$ cat config.mk
export PLATFORM = sky130hd
export DESIGN_NAME = pwm_multi_flat
export DESIGN_NICKNAME = d
export VERILOG_FILES = /design/src/rtl/pwm_multi_if.sv /design/src/rtl/pwm_multi.sv /design/src/flat_wrapper.sv
export SDC_FILE = /design/constraint.sdc
export NUM_CORES = 1
export LEC_CHECK = 0
export ABC_AREA = 1
export CORE_MARGIN = 2
export CORE_UTILIZATION = 32
export CTS_BUF_LIST = sky130_fd_sc_hd__clkbuf_8
export DETAILED_ROUTE_END_ITERATION = 12
export PLACE_DENSITY = 0.61
export SLEW_MARGIN = 30
export SYNTH_ARGS = -nofsm -noshare
export SYNTH_HDL_FRONTEND = slang
export SYNTH_SLANG_ARGS = --single-unit
$ cat constraint.sdc
create_clock -name clk -period 2.29 [get_ports clk]
set_input_delay 0.3435 -clock clk [delete_from_list [all_inputs] [get_ports clk]]
set_output_delay 0.3435 -clock clk [all_outputs]
set_load 0.03 [all_outputs]
$ cat src/rtl/pwm_multi_if.sv
// Configuration and output bundle for the pwm_multi timebase/compare block.
// The master side supplies enable and configuration; the slave side (the PWM
// engine) returns the busy flag, the period strobe and the PWM outputs.
interface pwm_multi_if #(
  parameter int R = 8,
  parameter int N = 4,
  parameter int P = 8
);
  logic           en;
  logic           cfg_valid;
  logic [P-1:0]   cfg_prescale;
  logic [R-1:0]   cfg_period;
  logic           cfg_center;
  logic [N*R-1:0] cfg_duty;
  logic [N-1:0]   cfg_polarity;
  logic           cfg_busy;
  logic           period_tick;
  logic [N-1:0]   pwm_out;

  modport master (
    output en, cfg_valid, cfg_prescale, cfg_period, cfg_center, cfg_duty, cfg_polarity,
    input  cfg_busy, period_tick, pwm_out
  );

  modport slave (
    input  en, cfg_valid, cfg_prescale, cfg_period, cfg_center, cfg_duty, cfg_polarity,
    output cfg_busy, period_tick, pwm_out
  );
endinterface

$ cat src/rtl/pwm_multi.sv
// N-channel PWM generator on one shared timebase (prescaler + edge/center
// counter). Configuration is staged in pending registers and promoted to the
// active set only at a period boundary, so pulses are never truncated.
module pwm_multi #(
  parameter int R = 8,
  parameter int N = 4,
  parameter int P = 8
) (
  input  logic        clk,
  input  logic        reset_n,
  pwm_multi_if.slave  bus
);

  logic [P-1:0]   prescale_act_q, prescale_act_d, prescale_pend_q, prescale_pend_d;
  logic [R-1:0]   period_act_q,   period_act_d,   period_pend_q,   period_pend_d;
  logic           center_act_q,   center_act_d,   center_pend_q,   center_pend_d;
  logic [N*R-1:0] duty_act_q,     duty_act_d,     duty_pend_q,     duty_pend_d;
  logic [N-1:0]   pol_act_q,      pol_act_d,      pol_pend_q,      pol_pend_d;
  logic           busy_q, busy_d;
  logic [P-1:0]   psc_q, psc_d;
  logic [R-1:0]   cnt_q, cnt_d;
  logic           down_q, down_d;
  logic           ptick_q, ptick_d;
  logic [N-1:0]   pwm_q, pwm_d;

  logic tick;
  logic center_eff;
  logic boundary;

  // Timebase decode: prescaler tick and period-boundary detection. Center
  // mode with period 0 or 1 degenerates to edge counting (same sequence).
  always_comb begin
    tick       = bus.en && (psc_q == prescale_act_q);
    center_eff = center_act_q && (period_act_q > R'(1));
    boundary   = 1'b0;
    if (tick) begin
      if (center_eff) boundary = down_q && (cnt_q == R'(1));
      else            boundary = (cnt_q == period_act_q);
    end
  end

  // Next-state for prescaler, counter/direction, shadow config and busy.
  always_comb begin
    psc_d           = psc_q;
    cnt_d           = cnt_q;
    down_d          = down_q;
    ptick_d         = boundary;
    busy_d          = busy_q;
    prescale_act_d  = prescale_act_q;
    period_act_d    = period_act_q;
    center_act_d    = center_act_q;
    duty_act_d      = duty_act_q;
    pol_act_d       = pol_act_q;
    prescale_pend_d = prescale_pend_q;
    period_pend_d   = period_pend_q;
    center_pend_d   = center_pend_q;
    duty_pend_d     = duty_pend_q;
    pol_pend_d      = pol_pend_q;

    if (!bus.en) begin
      psc_d  = '0;
      cnt_d  = '0;
      down_d = 1'b0;
    end else if (tick) begin
      psc_d = '0;
      if (boundary) begin
        cnt_d  = '0;
        down_d = 1'b0;
      end else if (!center_eff) begin
        cnt_d = cnt_q + R'(1);
      end else if (!down_q) begin
        if (cnt_q == period_act_q) begin
          cnt_d  = cnt_q - R'(1);
          down_d = 1'b1;
        end else begin
          cnt_d = cnt_q + R'(1);
        end
      end else begin
        cnt_d = cnt_q - R'(1);
      end
    end else begin
      psc_d = psc_q + P'(1);
    end

    // A new write always wins over a boundary transfer; while disabled it
    // bypasses the shadow stage and takes effect immediately.
    if (bus.cfg_valid) begin
      prescale_pend_d = bus.cfg_prescale;
      period_pend_d   = bus.cfg_period;
      center_pend_d   = bus.cfg_center;
      duty_pend_d     = bus.cfg_duty;
      pol_pend_d      = bus.cfg_polarity;
      if (!bus.en) begin
        prescale_act_d = bus.cfg_prescale;
        period_act_d   = bus.cfg_period;
        center_act_d   = bus.cfg_center;
        duty_act_d     = bus.cfg_duty;
        pol_act_d      = bus.cfg_polarity;
        busy_d         = 1'b0;
      end else begin
        busy_d = 1'b1;
      end
    end else if (boundary && busy_q) begin
      prescale_act_d = prescale_pend_q;
      period_act_d   = period_pend_q;
      center_act_d   = center_pend_q;
      duty_act_d     = duty_pend_q;
      pol_act_d      = pol_pend_q;
      busy_d         = 1'b0;
    end
  end

  // Per-channel compare against the current count, polarity applied.
  always_comb begin
    pwm_d = pol_act_q;
    for (int i = 0; i < N; i++) begin
      if (bus.en) pwm_d[i] = (cnt_q < duty_act_q[i*R +: R]) ^ pol_act_q[i];
    end
  end

  // State registers; asynchronous reset to the documented defaults.
  always_ff @(posedge clk or negedge reset_n) begin
    if (!reset_n) begin
      prescale_act_q  <= '0;
      period_act_q    <= '1;
      center_act_q    <= 1'b0;
      duty_act_q      <= '0;
      pol_act_q       <= '0;
      prescale_pend_q <= '0;
      period_pend_q   <= '1;
      center_pend_q   <= 1'b0;
      duty_pend_q     <= '0;
      pol_pend_q      <= '0;
      busy_q          <= 1'b0;
      psc_q           <= '0;
      cnt_q           <= '0;
      down_q          <= 1'b0;
      ptick_q         <= 1'b0;
      pwm_q           <= '0;
    end else begin
      prescale_act_q  <= prescale_act_d;
      period_act_q    <= period_act_d;
      center_act_q    <= center_act_d;
      duty_act_q      <= duty_act_d;
      pol_act_q       <= pol_act_d;
      prescale_pend_q <= prescale_pend_d;
      period_pend_q   <= period_pend_d;
      center_pend_q   <= center_pend_d;
      duty_pend_q     <= duty_pend_d;
      pol_pend_q      <= pol_pend_d;
      busy_q          <= busy_d;
      psc_q           <= psc_d;
      cnt_q           <= cnt_d;
      down_q          <= down_d;
      ptick_q         <= ptick_d;
      pwm_q           <= pwm_d;
    end
  end

  assign bus.cfg_busy    = busy_q;
  assign bus.period_tick = ptick_q;
  assign bus.pwm_out     = pwm_q;

endmodule

$ cat src/flat_wrapper.sv
// flat-port wrapper written by rule: the top's interface ports become plain ports
module pwm_multi_flat 
#(
  parameter int R = 8,
  parameter int N = 4,
  parameter int P = 8
)
  (clk, reset_n, bus_en, bus_cfg_valid, bus_cfg_prescale, bus_cfg_period, bus_cfg_center, bus_cfg_duty, bus_cfg_polarity, bus_cfg_busy, bus_period_tick, bus_pwm_out);
  pwm_multi_if #(.R(R), .N(N), .P(P)) bus_i ();
  input  logic clk;
  input  logic reset_n;
  input wire logic [$bits(bus_i.en)-1:0] bus_en;
  input wire logic [$bits(bus_i.cfg_valid)-1:0] bus_cfg_valid;
  input wire logic [$bits(bus_i.cfg_prescale)-1:0] bus_cfg_prescale;
  input wire logic [$bits(bus_i.cfg_period)-1:0] bus_cfg_period;
  input wire logic [$bits(bus_i.cfg_center)-1:0] bus_cfg_center;
  input wire logic [$bits(bus_i.cfg_duty)-1:0] bus_cfg_duty;
  input wire logic [$bits(bus_i.cfg_polarity)-1:0] bus_cfg_polarity;
  output wire logic [$bits(bus_i.cfg_busy)-1:0] bus_cfg_busy;
  output wire logic [$bits(bus_i.period_tick)-1:0] bus_period_tick;
  output wire logic [$bits(bus_i.pwm_out)-1:0] bus_pwm_out;
  assign bus_i.en = bus_en;
  assign bus_i.cfg_valid = bus_cfg_valid;
  assign bus_i.cfg_prescale = bus_cfg_prescale;
  assign bus_i.cfg_period = bus_cfg_period;
  assign bus_i.cfg_center = bus_cfg_center;
  assign bus_i.cfg_duty = bus_cfg_duty;
  assign bus_i.cfg_polarity = bus_cfg_polarity;
  assign bus_cfg_busy = bus_i.cfg_busy;
  assign bus_period_tick = bus_i.period_tick;
  assign bus_pwm_out = bus_i.pwm_out;
  pwm_multi #(.R(R), .N(N), .P(P)) u_core (.clk(clk), .reset_n(reset_n), .bus(bus_i));
endmodule
### Yosys cells after proc, flatten, opt, wreduce, memory -nomap -nowiden

Index checks and enable logic that the tools add are counted.

| word-level totals | value |
|---|---|
| bits in registers | 129 |
| input bits | 57 |
| output and inout port bits | 6 |

| cells by class | value |
|---|---|
| add/sub/neg operators | 3 |
| $lt $le $gt $ge | 5 |
| eq/ne operators | 6 |
| muxes and demuxes | 38 |
| bitwise operators | 4 |
| reductions and logical operators | 7 |

Operator list:

| operator | count |
|---|---|
| $mux W8 | 14 |
| $mux W32 | 3 |
| $lt A8 B8 Y1 | 4 |
| $mux W1 | 18 |
| $add A8 B1 Y8 const B | 2 |
| $eq A8 B8 Y1 | 2 |
| $mux W4 | 3 |
| $eq A8 B1 Y1 const B | 1 |
| $gt A8 B1 Y1 const B | 1 |
| $sub A8 B1 Y8 const B | 1 |
| $logic_and A1 B1 Y1 | 4 |
| $reduce_and A2 Y1 | 2 |
| $xor A1 B1 Y1 | 4 |
| $ne A3 B1 Y1 const B | 1 |
| $ne A2 B1 Y1 const B | 1 |
| $ne A2 B2 Y1 const B | 1 |
| $reduce_bool A2 Y1 | 1 |

### Logic depth before layout (Yosys ltp)

| logic depth | value |
|---|---|
| word-level depth | 7 |
| depth in mapped cells | 13 |

### Worst setup path after synthesis

OpenSTA, ideal clock, no wires.

| path | value |
|---|---|
| path kind | register -> register |
| from | register u_core.cnt_q[5] |
| to | register u_core.duty_act_q[10] |
| data arrival time | 1.588 ns |
| required time | 2.172 ns |
| path slack | 0.584 ns |
| cell stages (with the launch flop) | 11 |
| cells stage by stage | dfrtp_1 buf_6 xnor2_2 nand2_1 nor2_4 nand2_4 a21oi_4 nand4_4 buf_6 nand3_2 nand2_1 |

| on the way | value |
|---|---|
| longest elaborated chain between the ends | 7 |

Ends and longest elaborated chain:

| what | line | source |
|---|---|---|
| start: declaration | pwm_multi.sv:21 | `logic [R-1:0] cnt_q, cnt_d;` |
| start signal: assignment | pwm_multi.sv:153 | `cnt_q <= cnt_d;` |
| $eq A8 B1 Y1 | pwm_multi.sv:37 | `if (center_eff) boundary = down_q && (cnt_q == R'(1));` |
| $logic_and A1 B1 Y1 | pwm_multi.sv:37 |  |
| $mux W1 (*) | pwm_multi.sv:37 |  |
| $mux W1 (*) | pwm_multi.sv:36 | `if (tick) begin` |
| $logic_and A1 B1 Y1 (*) | pwm_multi.sv:103 | `end else if (boundary && busy_q) begin` |
| $reduce_bool A2 Y1 (no line) (*) | -- |  |
| $reduce_and A2 Y1 (no line) (*) | -- |  |
| end signal: assignment | pwm_multi.sv:144 | `duty_act_q <= duty_act_d;` |
| end: declaration | pwm_multi.sv:17 | `logic [N*R-1:0] duty_act_q, duty_act_d, duty_pend_q, duty_pend_d;` |

Every way passes the cells marked *; elsewhere a longest branch is shown, timed or not.
A chain may end at the register's enable or synchronous reset.

### Worst setup path after layout

| path | value |
|---|---|
| from | register u_core.cnt_q[4] |
| to | register u_core.duty_act_q[11] |

The elaborated chain is that of the path after synthesis.

==> results_dict.tcl <==
set metrics [dict create \
    status "finished clean" \
    tritoncts "yes" \
    cp_num_buf_inv 2 \
    p_total_mw 5.48 \
    top_usage_layer "met2" \
    numCtsBuffers 17 \
    synth_ff_type "dfrtp_1" \
    critical_path.max_stage_delay_ps 520 \
    synth-seq-cells 129 \
    max_freq_ghz 0.490 \
    syn-cell-area_um2 6740 \
    synth_compound_area_frac 0.0327 \
    cp-end-kind "register" \
    fin_tns_setup_ps 0 \
    synth_edf_count 0 \
    clockBufferDepth 2 \
    regArea_um2 3250 \
    place_congestion 0.860 \
    hold_class "primary input to asynchronous set/reset pin" \
    die_x_um 149 \
    maxCapViolCount 0 \
    clock_latency_ps 440 \
    postSynthAreaPerCell_um2 8.43 \
    antenna_cells 0 \
    wl_per_cell_um 13.4 \
    ys_top_cells_by_area "dfrtp_1 42%, nand2_1 17%, nand3_1 7.3%" \
    synth_common_cells "313 x nand2_1, 113 x dfrtp_1, 98 x nand3_1, 55 x inv_1, 32 x ha_1" \
    drive_gt1_frac 0.135 \
    drt_iter0_markers 356 \
    synthCells 799 \
    rsz0062_at_grt "false" \
    synth_top_area_cell "dfrtp_1" \
    overflow 0 \
    yosys.area_share.xor_xnor 0.0271 \
    grt_pass1_vias 5309 \
    cts_resized 0 \
    grt_usage 0.150 \
    use_met3 0.0294 \
    post_cts_buffers 0 \
    path_max_fanout 33 \
    num_rows 53 \
    final.min_clock_period_ps 2040 \
    pin_count 63 \
    arrival_ps 2420 \
    post_synth_fa_ha_maj_area_fraction 0.0594 \
    multi_input_area_um2 3040 \
    synth_top_area_frac 0.420 \
    critPathRequiredTime_ps 2670 \
    placeableCoreArea_um2 20800 \
    crit_family "simple AND/OR/NAND/NOR gates" \
    relSlewSlack 0.721 \
    via_count 5274 \
    port_buffers 62 \
    synth_warnings 0 \
    critPathKind "register to register" \
    root_buffer "clkbuf_8" \
    groute.layer.met1.usage 0.205 \
    finalWirelength_um 15500 \
    synthMuxAreaShare 0 \
    drtAntennaViolNets 0 \
    area_growth_pct 20.0 \
    clkSlewWorstSetupHoldPaths_ps 80 \
    drtPass1Iterations 5 \
    grt_pass1_wl_um 26300 \
    setup_viol 0 \
    synth_top_family_by_area "simple AND/OR/NAND/NOR gates" \
    finalCritPeriodShare 0.891 \
    ir_drop_mv 0.326 \
    finalHoldViolCount 0 \
    skew_ps 15.3 \
    yosys.cell_count.top_type "nand2_1" \
    synthSimpleGateAreaFrac 0.331 \
    dieArea_um2 22200 \
    cpMaxStageDelayCell "dfrtp_1" \
    report.final.slew_viol_count 0 \
    fillerInstances 2175 \
    grt_max_degree 60 \
    synthDistinctLibCells 34 \
    dp.cells 1123 \
    grt_use_met2 0.242 \
    initial_utilization 0.324 \
    p_per_area_nw_per_um2 678 \
    clock_sinks 129 \
    h-tree-depth 4 \
    p_leak_nw 4.17 \
    yosysSeqAreaShare 0.482 \
    viasPerCell 4.56 \
    tightest_slew_ps 419 \
    instances_no_fill 1156 \
    path_common_cell "nand2_1" \
    dp_hpwl_um 10900 \
    synthArstFlopShare 1.00 \
    crit_chain "inv_1 -> nand2_1 -> nand2_1 -> nand2_1 -> nor2_4 -> nand2_4 -> nand2_1 -> nand4_2 -> nand2_4 -> buf_4 -> nand3_1 -> nand2_1" \
    antenna_found_initial 0 \
    drcViolationCount 0 \
    die_h_um 149 \
    synth_nets 888 \
    start_kind "register" \
    finalNetCount 957 \
]
report_power, final:
part | switching, mW | total [mW] | internal [mW]
Sequential | 0.159 | 2.72 | 2.56
Clock | 0.915 | 1.79 | 0.880
Combinational | 0.546 | 0.970 | 0.424
Total | 1.62 | 5.48 | 3.86
cell type report:
type	instances	share of cell area
clock buffers	18	0.0306
multi-input cells	575	0.375
clock inverters	14	0.0144
inverters	58	0.0269
flip-flops and latches	129	0.402
repair buffers	87	0.109
well taps	275	0.0425
flip-flops by register name, indices dropped and copies added (netlist names):
name	cells
u_core.duty_act_q	32
u_core.duty_pend_q	32
u_core.cnt_q	8
u_core.period_act_q	8
u_core.period_pend_q	8
u_core.prescale_act_q	8
u_core.prescale_pend_q	8
u_core.psc_q	8
u_core.bus.pwm_out	4
u_core.pol_act_q	4
u_core.pol_pend_q	4
u_core.bus.cfg_busy	1
u_core.bus.period_tick	1
u_core.center_act_q	1
u_core.center_pend_q	1
u_core.down_q	1
placed cells by master (no fill, tap or decap), types with 3 or more instances in the layout:
cell             count
clkinv_4             3
xor2_1               5
nand3_1             98
xnor2_1             14
a21oi_1             16
inv_1               56
clkdlybuf4s50_1     60
clkinv_2             4
nor3_1               3
nand2_1            312
nand4_1              4
clkbuf_8            18
nand3_2             29
ha_1                32
buf_12               6
nor2_2               4
nor2_1              23
buf_4               19
a211oi_1             5
dfstp_2             16
o21ai_0             10
dfrtp_1            113
nand3b_1             4
kinds of logic after synthesis:
kind of cell	Yosys count
AOI/OAI and AO/OA	36
adders and majority gates	32
DFF	129
xor gates and xnor gates	20
and+or+nand+nor	487
buffers and inverters	95
layer usage:
metal	vias to the layer above	wire, µm
met5	-	0
met4	0	223
met3	18	692
met2	100	7050
met1	2459	7500
li1	2697	-
timing repair:
item / in CTS / in global routing
endpoints found under the setup margin: 0 / 0
endpoints found under the hold margin: 24 / 0
hold buffers: 1 / 0
worst paths after layout:
check / from / to / slack, ps / cells after the start
setup / recovery: u_core.cnt_q[4]$_DFFE_PN0P_ / u_core.duty_act_q[11]$_DFFE_PN0P_ / 250 / 12
hold / removal: reset_n / u_core.duty_act_q[7]$_DFFE_PN0P_ / 380 / 2
setup reg to reg: u_core.cnt_q[4]$_DFFE_PN0P_ / u_core.duty_act_q[11]$_DFFE_PN0P_ / 250 / 12
hold reg to reg: u_core.duty_pend_q[16]$_DFFE_PN0P_ / u_core.duty_pend_q[16]$_DFFE_PN0P_ / 470 / 2
max in group asynchronous: reset_n / u_core.period_pend_q[7]$_DFFE_PN1P_ / 1220 / 3
min in group clk: bus_cfg_valid / u_core.duty_pend_q[26]$_DFFE_PN0P_ / 410 / 4
stage by stage:
stage | util | hold WS [ps] | instance area [µm²] | worst slack (ps)
finish | 0.388 | 378 | 8090 | 250
global placement | 0.370 | 305 | 7710 | 344
detailed placement | 0.370 | 312 | 7710 | 288
floorplan | - | 47.9 | 6740 | 584
global route | 0.388 | 398 | 8090 | 59.1
CTS | 0.388 | 355 | 8090 | 265
Power figures use the tool's default switching activity.
